<file path="src/rtl/sha3_pkg.sv">
// ----------------------------------------------------------------------------
// sha3_pkg
// Shared Keccak-f[1600] definitions used by the lane serializer slice.
//   LANE_W      : width of one Keccak lane (64 bits)
//   LANE_COUNT  : number of lanes in the full state (25)
//   ROW_LANES   : lanes per row (5)
//   row_t       : one state row, element x holds lane x+5y of row y
//   lane_pos_t  : row/column coordinates of a lane
//   ser_state_t : serializer FSM states
//   lane_pos()  : maps a linear lane index to its row and column
// ----------------------------------------------------------------------------
package sha3_pkg;

    localparam int LANE_W     = 64;
    localparam int LANE_COUNT = 25;
    localparam int ROW_LANES  = 5;

    typedef logic [ROW_LANES-1:0][LANE_W-1:0] row_t;

    typedef struct packed {
        logic [2:0] row;
        logic [2:0] col;
    } lane_pos_t;

    typedef enum logic {
        IDLE = 1'b0,
        SEND = 1'b1
    } ser_state_t;

    // Lane index i lives at row i/5, column i%5.
    function automatic lane_pos_t lane_pos(input logic [4:0] index);
        lane_pos_t pos;
        pos.row = 3'(index / 5);
        pos.col = 3'(index % 5);
        return pos;
    endfunction

endpackage

</file>
<file path="src/rtl/sha3_lane_serializer_if.sv">
// ----------------------------------------------------------------------------
// sha3_lane_serializer_if
// Bundles the state input, the producer handshake and the lane output stream
// of the serializer.
//   isa..ise : Keccak state rows y=0..4 (row_t)
//   sample   : producer says the state is valid this cycle
//   obusy    : a sample this cycle would be ignored
//   odata    : current lane, oindex : its lane number, olast : final lane
//   ovalid / iready : output stream handshake
//   odropped : sticky "a sample was ignored" flag
// master = the surroundings (producer + consumer), slave = the serializer.
// ----------------------------------------------------------------------------
interface sha3_lane_serializer_if;
    import sha3_pkg::*;

    row_t              isa;
    row_t              isb;
    row_t              isc;
    row_t              isd;
    row_t              ise;
    logic              sample;
    logic              obusy;
    logic [LANE_W-1:0] odata;
    logic              ovalid;
    logic              iready;
    logic [4:0]        oindex;
    logic              olast;
    logic              odropped;

    modport master (
        output isa, isb, isc, isd, ise, sample, iready,
        input  obusy, odata, ovalid, oindex, olast, odropped
    );

    modport slave (
        input  isa, isb, isc, isd, ise, sample, iready,
        output obusy, odata, ovalid, oindex, olast, odropped
    );

endinterface

</file>
<file path="src/rtl/sha3_state_capture.sv">
// ----------------------------------------------------------------------------
// sha3_state_capture
// Holds a copy of the full 1600-bit Keccak state.
//   clk, rstn     : clock and synchronous active-low reset (ogood only)
//   isa..ise      : incoming state rows
//   sample        : capture strobe
//   osa..ose      : captured rows (BUFFERIZE=1) or the inputs passed through
//   ogood         : registered copy of sample (or sample itself when bypassed)
// The state registers carry no reset; only the strobe flag does.
// ----------------------------------------------------------------------------
module sha3_state_capture
    import sha3_pkg::*;
#(
    parameter int BUFFERIZE = 1
) (
    input  logic clk,
    input  logic rstn,
    input  row_t isa,
    input  row_t isb,
    input  row_t isc,
    input  row_t isd,
    input  row_t ise,
    input  logic sample,
    output row_t osa,
    output row_t osb,
    output row_t osc,
    output row_t osd,
    output row_t ose,
    output logic ogood
);

    generate
        if (BUFFERIZE != 0) begin : g_buffer
            row_t sa, sb, sc, sd, se;
            logic good;

            always_ff @(posedge clk) begin
                if (sample) begin
                    sa <= isa;
                    sb <= isb;
                    sc <= isc;
                    sd <= isd;
                    se <= ise;
                end
            end

            always_ff @(posedge clk) begin
                if (!rstn) begin
                    good <= 1'b0;
                end else begin
                    good <= sample;
                end
            end

            assign osa   = sa;
            assign osb   = sb;
            assign osc   = sc;
            assign osd   = sd;
            assign ose   = se;
            assign ogood = good;
        end else begin : g_bypass
            assign osa   = isa;
            assign osb   = isb;
            assign osc   = isc;
            assign osd   = isd;
            assign ose   = ise;
            assign ogood = sample;
        end
    endgenerate

endmodule

</file>
<file path="src/rtl/sha3_lane_serializer.sv">
// ----------------------------------------------------------------------------
// sha3_lane_serializer
// Snapshots a Keccak state and streams its first OUT_LANES lanes, one 64-bit
// lane per beat, over a valid/ready handshake.
//   clk  : clock, rising edge
//   rstn : synchronous active-low reset
//   bus  : sha3_lane_serializer_if.slave (state in, sample/obusy, lane stream)
// A new state can be accepted in the same cycle the final lane transfers, so
// consecutive states stream without a bubble. Samples that arrive while busy
// are ignored and latch the sticky odropped flag.
// ----------------------------------------------------------------------------
module sha3_lane_serializer
    import sha3_pkg::*;
#(
    parameter int OUT_LANES = 4
) (
    input  logic                    clk,
    input  logic                    rstn,
    sha3_lane_serializer_if.slave   bus
);

    localparam logic [4:0] LAST_INDEX = 5'(OUT_LANES - 1);

    generate
        if (OUT_LANES < 1 || OUT_LANES > LANE_COUNT) begin : g_bad_out_lanes
            $error("sha3_lane_serializer: OUT_LANES must be within 1..25");
        end
    endgenerate

    ser_state_t state_q, state_d;
    logic [4:0] index_q, index_d;
    logic       dropped_q, dropped_d;
    logic       in_send;
    logic       last_beat;
    logic       busy;
    logic       accept;
    row_t       snap_a, snap_b, snap_c, snap_d, snap_e;
    row_t       snap_rows [ROW_LANES];
    lane_pos_t  pos;
    logic       capture_ogood_unused;

    assign in_send   = (state_q == SEND);
    assign last_beat = in_send && (index_q == LAST_INDEX);
    // Busy unless the final lane leaves this very cycle; iready feeds this
    // combinationally so the producer can chain states without a gap.
    assign busy      = in_send && !(last_beat && bus.iready);
    // Gated by rstn so a sample during reset neither captures nor counts.
    assign accept    = bus.sample && !busy && rstn;

    sha3_state_capture #(
        .BUFFERIZE (1)
    ) u_capture (
        .clk    (clk),
        .rstn   (rstn),
        .isa    (bus.isa),
        .isb    (bus.isb),
        .isc    (bus.isc),
        .isd    (bus.isd),
        .ise    (bus.ise),
        .sample (accept),
        .osa    (snap_a),
        .osb    (snap_b),
        .osc    (snap_c),
        .osd    (snap_d),
        .ose    (snap_e),
        .ogood  (capture_ogood_unused)
    );

    assign snap_rows[0] = snap_a;
    assign snap_rows[1] = snap_b;
    assign snap_rows[2] = snap_c;
    assign snap_rows[3] = snap_d;
    assign snap_rows[4] = snap_e;

    // State, lane counter and drop flag registers.
    always_ff @(posedge clk) begin
        if (!rstn) begin
            state_q   <= IDLE;
            index_q   <= '0;
            dropped_q <= 1'b0;
        end else begin
            state_q   <= state_d;
            index_q   <= index_d;
            dropped_q <= dropped_d;
        end
    end

    // An accept always restarts at lane 0, which also covers the overlap with
    // the final transfer of the previous state.
    always_comb begin
        state_d   = state_q;
        index_d   = index_q;
        dropped_d = dropped_q;
        if (bus.sample && busy) begin
            dropped_d = 1'b1;
        end
        if (accept) begin
            state_d = SEND;
            index_d = '0;
        end else if (in_send && bus.iready) begin
            if (last_beat) begin
                state_d = IDLE;
                index_d = '0;
            end else begin
                index_d = index_q + 5'd1;
            end
        end
    end

    assign pos          = lane_pos(index_q);
    assign bus.obusy    = busy;
    assign bus.ovalid   = in_send;
    assign bus.oindex   = index_q;
    assign bus.olast    = last_beat;
    assign bus.odropped = dropped_q;
    assign bus.odata    = in_send ? snap_rows[pos.row][pos.col] : '0;

endmodule

</file>
<file path="src/flat_wrapper.sv">
// flat-port wrapper written by rule: the top's interface ports become plain ports
module sha3_lane_serializer_flat import sha3_pkg::*;
#(
    parameter int OUT_LANES = 4
)
  (clk, rstn, bus_isa, bus_isb, bus_isc, bus_isd, bus_ise, bus_sample, bus_iready, bus_obusy, bus_odata, bus_ovalid, bus_oindex, bus_olast, bus_odropped);
  sha3_lane_serializer_if bus_i ();
  input  logic clk;
  input  logic rstn;
  input wire logic [$bits(bus_i.isa)-1:0] bus_isa;
  input wire logic [$bits(bus_i.isb)-1:0] bus_isb;
  input wire logic [$bits(bus_i.isc)-1:0] bus_isc;
  input wire logic [$bits(bus_i.isd)-1:0] bus_isd;
  input wire logic [$bits(bus_i.ise)-1:0] bus_ise;
  input wire logic [$bits(bus_i.sample)-1:0] bus_sample;
  input wire logic [$bits(bus_i.iready)-1:0] bus_iready;
  output wire logic [$bits(bus_i.obusy)-1:0] bus_obusy;
  output wire logic [$bits(bus_i.odata)-1:0] bus_odata;
  output wire logic [$bits(bus_i.ovalid)-1:0] bus_ovalid;
  output wire logic [$bits(bus_i.oindex)-1:0] bus_oindex;
  output wire logic [$bits(bus_i.olast)-1:0] bus_olast;
  output wire logic [$bits(bus_i.odropped)-1:0] bus_odropped;
  assign bus_i.isa = bus_isa;
  assign bus_i.isb = bus_isb;
  assign bus_i.isc = bus_isc;
  assign bus_i.isd = bus_isd;
  assign bus_i.ise = bus_ise;
  assign bus_i.sample = bus_sample;
  assign bus_i.iready = bus_iready;
  assign bus_obusy = bus_i.obusy;
  assign bus_odata = bus_i.odata;
  assign bus_ovalid = bus_i.ovalid;
  assign bus_oindex = bus_i.oindex;
  assign bus_olast = bus_i.olast;
  assign bus_odropped = bus_i.odropped;
  sha3_lane_serializer #(.OUT_LANES(OUT_LANES)) u_core (.clk(clk), .rstn(rstn), .bus(bus_i));
endmodule
</file>
<file path="config.mk">
export PLATFORM = sky130hd
export DESIGN_NAME = sha3_lane_serializer_flat
export DESIGN_NICKNAME = d
export VERILOG_FILES = /design/src/rtl/sha3_pkg.sv /design/src/rtl/sha3_lane_serializer_if.sv /design/src/rtl/sha3_state_capture.sv /design/src/rtl/sha3_lane_serializer.sv /design/src/flat_wrapper.sv
export SDC_FILE = /design/constraint.sdc
export NUM_CORES = 2
export LEC_CHECK = 0
export ABC_AREA = 1
export BUFFER_PORTS_ARGS = -buffer_cell sky130_fd_sc_hd__buf_2
export CORE_AREA = 2 2 652 654
export DETAILED_ROUTE_END_ITERATION = 8
export DIE_AREA = 0 0 654 656
export MAX_ROUTING_LAYER = met4
export SLEW_MARGIN = 30
export SYNTH_ARGS = -nofsm -noshare
export SYNTH_HDL_FRONTEND = slang
export SYNTH_SLANG_ARGS = --single-unit
</file>
<file path="constraint.sdc">
create_clock -name clk -period 215.4 [get_ports clk]
set_input_delay 21.54 -clock clk [delete_from_list [all_inputs] [get_ports clk]]
set_output_delay 21.54 -clock clk [all_outputs]
set_load 0.03 [all_outputs]
</file>
==> metrics.yaml <==
outcome: "complete, no violations"
drv_cap: 0
htree_levels: 4
finalWirelength_um: 432100
firstDrtPassIters: 8
start_kind: "input pin"
pre_cts_ws_ns: 170.99
critPathCaptureType: "primary output"
ys_ff_latch: 1607
power.density_nw_per_um2: 8.287
layout_setup_ws_ns: 171.07
worstSetupStartpoint: "bus_iready"
critical_path_peak_fanout: 4
start_util: 0.1616
antenna_found_initial: 455
worstPathArrival_ns: 22.79
dieArea_um2: 429000
tightest_slew_ns: 1.173
grt_max_degree: 176
fmax_mhz: 22.56
synth.distinct_cells: 30
area_growth_syn_to_layout_pct: 32.32
yosys_warnings: 0
hp-class: "flip-flop to flip-flop"
drive_gt1_frac: 0.2833
vias: 56284
clock_latency_ns: 0.89
clock-sinks: 1607
worstPathRequired_ns: 193.86
nFillCells: 46184
hold_viol: 0
synth_area_um2: 68230
rsz0062_at_grt: "false"
ys_seq_area_frac: 0.7063
r2r-end: "u_core.u_capture.osa[160]"
wl_met1_um: 153700
layout_common_cells: "1676 x buf_2, 1600 x edfxtp_1, 1471 x nand2_1"
wl_met2_um: 206100
place.detailed.hpwl_um: 349400
die_x_um: 654
power_leakage_nw: 34.97
cp-endpoint: "bus_obusy"
finalSetupViolations: 0
drtAntennaViolNets: 0
grt_pass1_wl_um: 537300
rows: 239
drc_errors: 0
port_buffers: 1676
via_per_inst: 4.030
wl_per_cell_um: 30.93
grt_pass1_vias: 52274
cts_root_buffer: "clkbuf_16"
nNetsFinal: 9372
ir_drop_mv: 0.007198
seq_area_um2: 48190
core_um2: 422200
relSlewSlack: 0.2181
crit_type: "input pin to primary output"
slew_viol_final: 0
first_iter_violations: 7630
top_layer: "met4"
tritoncts: "done"
overflow: 0
stdcell_count: 13967
min_period_ns: 44.33
chipHeight_um: 656
final_common_cell: "buf_2"
post-place-cells: 13223
cts_setup_buffers: 0
gp_congestion: 0.9668
r2r_slack_ns: 208.77
skew_ns: 0.04222
grt_use_total: 0.1982
synthesis.nets: 7801
tns_ns: 0
clk_pin_slew_worst_paths_ns: 0.06
numCtsBuffers: 195
cts_resized: 0
netlist_instances: 6186
wl_met3_um: 51090
multi_input_area_um2: 16940
io_pins: 1677
postCtsHoldBufs: 0
avgSynthCellArea_um2: 11.03
min_period_over_period: 0.2058
clk_path_buf_depth: 4
ff2ff_path_depth: 11
rr_startpoint: "u_core.bus.oindex[0]"
worst min-delay path by stage:
stage / from / endpoint / slack [ns] / cells after the start
after CTS: u_core.bus.odropped / u_core.bus.odropped / 0.47 / 1
after global placement: u_core.bus.odropped / u_core.bus.odropped / 0.45 / 1
after floorplan: u_core.bus.odropped / u_core.bus.odropped / 0.65 / 1
after detailed placement: u_core.bus.odropped / u_core.bus.odropped / 0.45 / 1
final: u_core.bus.odropped / u_core.bus.odropped / 0.48 / 1
after global routing: u_core.bus.odropped / u_core.bus.odropped / 0.49 / 1
state kept, by name, indices dropped and copies added (netlist names):
| register | flops |
|---|---|
| u_core.bus.odropped | 1 |
| u_core.bus.oindex | 5 |
| u_core.bus.ovalid | 1 |
| u_core.u_capture.osa | 320 |
| u_core.u_capture.osb | 320 |
| u_core.u_capture.osc | 320 |
| u_core.u_capture.osd | 320 |
| u_core.u_capture.ose | 320 |
logic make-up after synthesis:
logic type / after synthesis / share of synthesized area
and+or+nand+nor: 3274 / 0.2067
DFF: 1607 / 0.7063
buffers and inverters: 792 / 0.04772
AOI/OAI and AO/OA: 496 / 0.03649
adders and majority gates: 11 / 0.002017
xor gates and xnor gates: 6 / 0.0007702
power by group:
part,internal [mW],leakage [nW],switching (mW)
Sequential,0.359,14.9,0.00360
Clock,0.189,3.03,0.147
Combinational,0.0165,17.1,0.0337
Total,0.564,35.0,0.184
critical path: stages:
cell,delay (ns)
buf_2,0.39
inv_1,0.14
o21ai_0,0.40
inv_1,0.08
buf_2,0.19
metal layers:
| layer | vias to the layer above | global-route usage |
|---|---|---|
| met5 | - | - |
| met4 | 0 | 0.09725 |
| met3 | 831 | 0.08099 |
| met2 | 3453 | 0.3171 |
| met1 | 27171 | 0.2117 |
| li1 | 24829 | - |
through the flow:
step	util	cell area, um2	power (mW)	hold WS (ns)
2_1_floorplan	-	68230	0.4179	0.6464
3_3_place_gp	0.1965	82970	0.4193	0.4528
3_5_place_dp	0.1965	82990	0.4200	0.4523
4_1_cts	0.2114	89250	0.7566	0.4750
5_1_grt	0.2136	90180	0.7697	0.4907
6_report	0.2138	90280	0.7482	0.4780
cell type report:
class / instances / share of cell area
Sequential cell: 1607 / 0.5338
Multi-Input combinational cell: 3787 / 0.1876
Timing Repair Buffer: 1770 / 0.1029
Tap cell: 5663 / 0.07848
Clock buffer: 225 / 0.05553
Inverter: 396 / 0.01666
Clock inverter: 115 / 0.01383
Antenna cell: 404 / 0.01120
synthesized netlist by cell type, drive strengths merged:
cell	instances	share of area
nor2	631	0.035
o21a	1	0.00011
nand4	3	0.00028
buf	200	0.015
clkbuf	196	0.011
ha	11	0.0020
a21oi	195	0.014
edfxtp	1600	0.70
nand3	902	0.066
dfxtp	7	0.0021
nand2	1482	0.082
o21ai	298	0.022
xnor2	1	0.00013
o21bai	1	0.00011
nor3	64	0.0047
o211ai	1	0.00011
nand3b	64	0.0070
inv	396	0.022
xor2	5	0.00064
or2	128	0.012
Note: power is estimated with default switching activity, not from simulation.
